File: src/rtl/sph_acc_pkg.sv
// Shared types and constants for the sphere-surface accumulator sequencer.
package sph_acc_pkg;
  localparam int DIN_W             = 26;
  localparam int ACC_W             = 32;
  localparam int INIT_FLUSH_CYCLES = 3;

  typedef enum logic [2:0] {
    INIT,
    IDLE,
    ACCUM,
    LATCH,
    CLEAR,
    WAIT_OUT
  } state_t;
endpackage

File: src/rtl/sph_acc_seq.sv
// Frames a valid/ready sample stream into fixed-length accumulator windows and
// captures each window sum. Optional idle timeout: define SPH_ACC_TIMEOUT_EN.
module sph_acc_seq
  import sph_acc_pkg::*;
#(
  parameter int LEN_W     = 16,
  parameter int TO_CYCLES = 1024
) (
  input  logic             clk,
  input  logic             rst,
  input  logic             start,
  input  logic [LEN_W-1:0] cfg_len,
  output logic             busy,
  input  logic             s_valid,
  output logic             s_ready,
  input  logic [DIN_W-1:0] s_data,
  output logic             acc_en,
  output logic [DIN_W-1:0] acc_din,
  input  logic [ACC_W-1:0] acc_dout,
  output logic             r_valid,
  input  logic             r_ready,
  output logic [ACC_W-1:0] r_data,
  output logic             r_err
);

  state_t           state, state_nx;
  logic [1:0]       init_cnt;
  logic [LEN_W-1:0] remaining;
  logic             zero_win;
  logic             err_pend;
  logic             hs;
  logic             hold_free;
  logic             capture;
  logic             timeout;
  logic             en_c;
  logic             ready_c;
  logic [DIN_W-1:0] din_c;

  assign hs        = (state == ACCUM) && s_valid;
  assign hold_free = !r_valid || r_ready;
  assign capture   = ((state == CLEAR) || (state == WAIT_OUT)) && hold_free;

`ifdef SPH_ACC_TIMEOUT_EN
  localparam int TO_W = $clog2(TO_CYCLES + 1);
  logic [TO_W-1:0] idle_cnt;

  always_ff @(posedge clk) begin
    if (rst)                              idle_cnt <= '0;
    else if (state != ACCUM || s_valid)   idle_cnt <= '0;
    else                                  idle_cnt <= idle_cnt + TO_W'(1);
  end

  assign timeout = (state == ACCUM) && !s_valid && (idle_cnt == TO_W'(TO_CYCLES - 1));
`else
  localparam int unused_to_cycles = TO_CYCLES;
  assign timeout = 1'b0;
`endif

  always_comb begin
    state_nx = state;
    en_c     = 1'b0;
    ready_c  = 1'b0;
    din_c    = '0;
    case (state)
      INIT: begin
        // cycle 0 drives en high so the accumulator's read flag is defined
        en_c = (init_cnt == 2'd0);
        if (init_cnt == 2'(INIT_FLUSH_CYCLES - 1)) state_nx = IDLE;
      end
      IDLE: begin
        if (start) state_nx = (cfg_len != '0) ? ACCUM : CLEAR;
      end
      ACCUM: begin
        // en stays high all window; idle cycles feed zero instead of dropping en
        en_c    = 1'b1;
        ready_c = 1'b1;
        din_c   = s_valid ? s_data : '0;
        if ((hs && remaining == LEN_W'(1)) || timeout) state_nx = LATCH;
      end
      LATCH: state_nx = CLEAR;
      CLEAR, WAIT_OUT: state_nx = hold_free ? IDLE : WAIT_OUT;
      default: state_nx = INIT;
    endcase
  end

  // Gate with rst so nothing reaches the accumulator while reset is held.
  assign acc_en  = en_c & ~rst;
  assign acc_din = rst ? '0 : din_c;
  assign s_ready = ready_c & ~rst;
  assign busy    = (state != IDLE) | rst;

  always_ff @(posedge clk) begin
    if (rst) begin
      state     <= INIT;
      init_cnt  <= '0;
      remaining <= '0;
      zero_win  <= 1'b0;
      err_pend  <= 1'b0;
      r_valid   <= 1'b0;
      r_data    <= '0;
      r_err     <= 1'b0;
    end else begin
      state <= state_nx;
      if (state == INIT) init_cnt <= init_cnt + 2'd1;

      if (state == IDLE && start) begin
        remaining <= cfg_len;
        zero_win  <= (cfg_len == '0);
        err_pend  <= 1'b0;
      end else if (hs) begin
        remaining <= remaining - LEN_W'(1);
      end
      if (timeout) err_pend <= 1'b1;

      // capture wins over consume, so r_valid stays high with fresh data
      if (capture) begin
        r_valid <= 1'b1;
        r_data  <= zero_win ? '0 : acc_dout;
        r_err   <= err_pend;
      end else if (r_valid && r_ready) begin
        r_valid <= 1'b0;
        r_err   <= 1'b0;
      end
    end
  end

endmodule

File: config.mk
export PLATFORM = sky130hd
export DESIGN_NAME = sph_acc_seq
export DESIGN_NICKNAME = d
export VERILOG_FILES = /design/src/rtl/sph_acc_pkg.sv /design/src/rtl/sph_acc_seq.sv
export SDC_FILE = /design/constraint.sdc
export NUM_CORES = 1
export LEC_CHECK = 0
export ABC_CLOCK_PERIOD_IN_PS = 2110
export CORE_MARGIN = 10
export CORE_UTILIZATION = 40
export DETAILED_ROUTE_END_ITERATION = 8
export PLACE_DENSITY = 0.82
export SYNTH_ARGS = -nofsm -noshare
export SYNTH_HDL_FRONTEND = slang
export SYNTH_SLANG_ARGS = --single-unit
File: constraint.sdc
create_clock -name clk -period 2.11 [get_ports clk]
set_input_delay 0.3165 -clock clk [delete_from_list [all_inputs] [get_ports clk]]
set_output_delay 0.3165 -clock clk [all_outputs]
set_load 0.01 [all_outputs]
# Yosys cells after proc, flatten, opt, wreduce, memory -nomap -nowiden
# Index checks and enable logic that the tools add are counted.
dict set report word_totals {
  register_bits 56
  latch_bits 0
  ramBits 0
  romBits 0
  output_inout_bits 63
  elab_cells 57
  n_memories 0
}
dict set report op_classes {
  add_sub_neg 2
  mul 0
  div_mod_pow 0
  order_cmp 0
  n_eq_ne 11
  shifts 0
  n_mux 17
  bitwise 4
  reduce_logical 16
}
# op count
set op_table {}
lappend op_table {{$mux W26} 3}
lappend op_table {{$mux W16} 2}
lappend op_table {{$mux W32} 1}
lappend op_table {{$eq A16 B1 Y1 const B} 1}
lappend op_table {{$logic_not A16 Y1} 1}
lappend op_table {{$reduce_bool A16 Y1} 1}
lappend op_table {{$sub A16 B1 Y16 const B} 1}
lappend op_table {{$mux W3} 5}
lappend op_table {{$pmux W3 S5} 1}
lappend op_table {{$eq A3 B2 Y1 const B} 2}
lappend op_table {{$eq A3 B3 Y1 const B} 2}
lappend op_table {{$logic_and A1 B1 Y1} 5}
lappend op_table {{$mux W1} 4}
lappend op_table {{$ne A2 B2 Y1 const B} 2}
lappend op_table {{$reduce_bool A2 Y1} 2}
lappend op_table {{$eq A3 B1 Y1 const B} 1}
lappend op_table {{$logic_not A3 Y1} 1}
lappend op_table {{$ne A3 B1 Y1 const B} 1}
lappend op_table {{$reduce_and A3 Y1} 1}
lappend op_table {{$add A2 B1 Y2 const B} 1}
lappend op_table {{$and A1 B1 Y1} 2}
lappend op_table {{$eq A2 B2 Y1 const B} 1}
lappend op_table {{$logic_not A2 Y1} 1}
lappend op_table {{$logic_or A1 B1 Y1} 2}
lappend op_table {{6 further kinds} 6}

# Logic depth before layout (Yosys ltp)
dict set report logic_depth {
  word_depth 5
  mapped_depth 6
}

# Worst setup path before layout
# No wires, ideal clock.
dict set report synth_timing {
  path_kind {register to output}
  start {reg state[2]}
  end {out acc_din[10]}
  arrival_time_ns 1.498
  required_ns 1.794
  slack_ns 0.295
  stages_incl_launch_ff 7
  path_buffers 2
  cell_sequence {dfxtp_1 > buf_2 > nor2_1 > nand2_1 > nor3b_1 > clkbuf_1 > and2_1}
}
dict set report synth_via {
  elab_chain_len 3
}
# item line
set synth_lines {}
lappend synth_lines {{from (decl)} sph_acc_seq.sv:26} ;# state_t state, state_nx;
lappend synth_lines {{from (signal assigned)} sph_acc_seq.sv:103} ;# state <= state_nx;
lappend synth_lines {{$eq A3 B2 Y1} sph_acc_seq.sv:64} ;# case (state)
lappend synth_lines {{$mux W26} sph_acc_seq.sv:64}
lappend synth_lines {{$mux W26} sph_acc_seq.sv:88} ;# assign acc_din = rst ? '0 : din_c;
lappend synth_lines {{to (decl)} sph_acc_seq.sv:18} ;# output logic [DIN_W-1:0] acc_din,
# No other way between the ends.

# Final worst setup path
dict set report layout_timing {
  start {reg state[2]}
  end {out acc_din[16]}
}
# Same word-level chain as after synthesis.

==> flow_summary.ini <==
[worst_setup_path]
reg2reg_to = remaining[15]
r2r_slack_ps = 270
crit_path_max_fanout = 7
cp_num_cells = 6
cp_slowest_stage_delay_ps = 330
cp_slowest_cell = dfxtp_1
worstReg2RegStart = remaining[7]
critPathBufInv = 2
path_class = reg2out
worst-r2r-cell-count = 4
path_cells = nor2_2 -> nand2_2 -> nor3b_4 -> buf_4 -> and2_1 -> dlygate4sd2_1
critPathLaunch = state[2]
cp.required_ps = 1790
worstSetupEndpointType = primary output
critPathTopFamily = simple AND/OR/NAND/NOR gates
crit_arrival_ps = 1710
crit_path_end = acc_din[16]
crit_path_start_kind = flip-flop

[layout]
fin_util_pct = 65.3
multi_input_area_um2 = 1580
area_growth_syn_to_layout_pct = 59.1
fillCellCount = 595
seq_area_um2 = 1100
final_cell_mix = clkdlybuf4s50_1, dfxtp_1, nand2_1, a21oi_1, nand3b_1
design_area_um2 = 4440
num_antenna_cells = 0
drive_gt1_share_pct = 9.39
final_common_cell = clkdlybuf4s50_1
nets = 572

[synth]
yosysSeqAreaShare_pct = 39.5
synth_edf_count = 0
syn_avg_cell_area_um2 = 8.01
yosysWarnings = 0
synth_nets = 431
netlist_area_um2 = 2790
ys_seq_elements = 55
synth.distinct_cells = 50
ys.flop_type = dfxtp_1
synth-async-reset-ratio_pct = 0
syn_inst = 348

[timing]
finalSetupViolations = 0
rsz0062_at_grt = yes
finalClockSkew_ps = 8.75
fmax_mhz = 494
relSlewSlack_pct = 41.6
post-route-period-util_pct = 95.9
slew_viol_final = 0
tightest_slew_ps = 874
fin_crit_ps = 2020
hold_violations = 0

[floorplan]
row_count = 30
die_h_um = 104
die_area_um2 = 10700
start_util_pct = 41.0
dieWidth_um = 104
coreArea_um2 = 6790
io_pins = 142

[detailed_routing]
wl_per_cell_um = 16.1
drt_pass1_iterations = 4
vias = 3015
routed_wl_mm = 9.41
ant_nets = 0
remaining_drc_errors = 0
drt-initial-drc-count = 135
via_per_inst = 5.15

[clock_tree]
clock-root-buffer = clkbuf_8
cts_setup_buffers = 0
clock_path_buffers = 2
clock_latency_ps = 300
cts_buffers = 5
clkSinkCount = 55
postCtsHoldBufs = 0
cts_max_level = 2
cts.reportedPaths.clkPinSlew_ps = 90
cts_tree = yes

[global_route]
grt_max_degree = 38
grt_pass1_wl_mm = 15.1
antenna_found_initial = 0
grt_pass1_vias = 3101
grt_overflow = 0
track_usage_pct = 16.3

[placement]
gp_congestion = 0.834
port_buffers = 140
dp_hpwl_mm = 7.28
place_area_um2 = 4340

[power_and_ir_drop]
p_leak_nw = 1.62
power.density_nw_per_um2 = 649
peakVddDrop_mv = 0.390

[status]
status = completed

[hold_path]
hold_path.class = reg2reg

[flow_run]
cap_violations = 0
-- worst min-delay path by stage --
stage	slack (ps)	cells past startpoint	startpoint	to
5_1_grt	470	2	r_data[15]	r_data[15]
2_1_floorplan	410	1	start	state[0]
3_3_place_gp	440	2	r_data[8]	r_data[8]
6_report	450	2	r_data[25]	r_data[25]
3_5_place_dp	440	2	r_data[15]	r_data[15]
4_1_cts	460	2	r_data[22]	r_data[22]
-- cells by family (layout without fill, tap and decap cells) --
group           count (synthesis)  after routing  synth area share (%)
compound gates                 77             77                  16.6
xor+xnor                        2              2                 0.628
fa+ha+maj                       4              4                  1.79
buf+inv                        31            173                  4.62
flops                          55             55                  39.5
mux                             2              2                 0.763
other cells                     1              1                 0.134
simple gates                  176            176                  35.9
-- per-layer routing --
metal	wire length, um	GRT usage [%]
met5	0	0
met4	105	3.83
met3	866	6.07
met2	4560	28.2
met1	3890	18.5
-- cell usage after synthesis (3+ instances only) --
| master | number | share of area (%) |
|---|---|---|
| or4_1 | 3 | 0.81 |
| o21ai_0 | 6 | 1.1 |
| a21oi_1 | 39 | 7.0 |
| clkbuf_1 | 18 | 2.4 |
| and2_1 | 26 | 5.8 |
| nand4_1 | 3 | 0.67 |
| nor3_1 | 4 | 0.72 |
| nand2_1 | 48 | 6.5 |
| ha_1 | 4 | 1.8 |
| nand2b_1 | 3 | 0.67 |
| o211ai_1 | 5 | 1.3 |
| a31oi_1 | 11 | 2.5 |
| nand3_1 | 7 | 1.3 |
| buf_2 | 4 | 0.72 |
| nor4_1 | 6 | 1.3 |
| nand3b_1 | 33 | 8.9 |
| dfxtp_1 | 55 | 39 |
| or3_1 | 8 | 1.8 |
| inv_1 | 5 | 0.67 |
| nor2_1 | 20 | 2.7 |
| a22oi_1 | 3 | 0.81 |
-- registers in the layout, summed over array words and instances, names as in the netlist --
name,count
zero_win,1
remaining,16
r_valid,1
r_data,32
state,3
init_cnt,2
-- worst min-delay path, cell delays in order (launching register included) --
cell,delay [ps]
dfxtp_1,320
nand2_1,50
a21oi_1,50
-- area by class of cell --
class                      instances  area share (%)
multi-input combinational        262            35.7
timing repair buffer             160            34.1
sequential                        55            24.8
tap                               96            2.71
clock buffer                       6            1.86
inverter                           5           0.423
clock inverter                     2           0.367
-- report_power, final --
part | internal, mW | total [mW] | switching [mW]
sequential | 1.13 | 1.22 | 0.0888
combinational | 0.520 | 1.05 | 0.534
clock | 0.269 | 0.607 | 0.338
-- what timing repair did --
action / CTS / global route
pin swaps: 0 / 1
gates resized for setup: 27 / 24
cloned: 0 / 2
setup endpoints to repair: 26 / 26
-- per-stage QoR --
| stage | setup TNS, ps | worst slack (ps) | hold slack, ps | cells | power (mW) |
|---|---|---|---|---|---|
| floorplan | 0 | 295 | 414 | 348 | 1.85 |
| global placement | -1060 | -47.0 | 437 | 576 | 2.25 |
| detailed placement | -2220 | -101 | 443 | 576 | 2.28 |
| CTS | 0 | 51.8 | 457 | 584 | 2.88 |
| global route | -189 | -21.4 | 466 | 586 | 3.08 |
| finish | 0 | 85.5 | 454 | 586 | 2.88 |
Note: power is estimated with default switching activity, not from simulation.
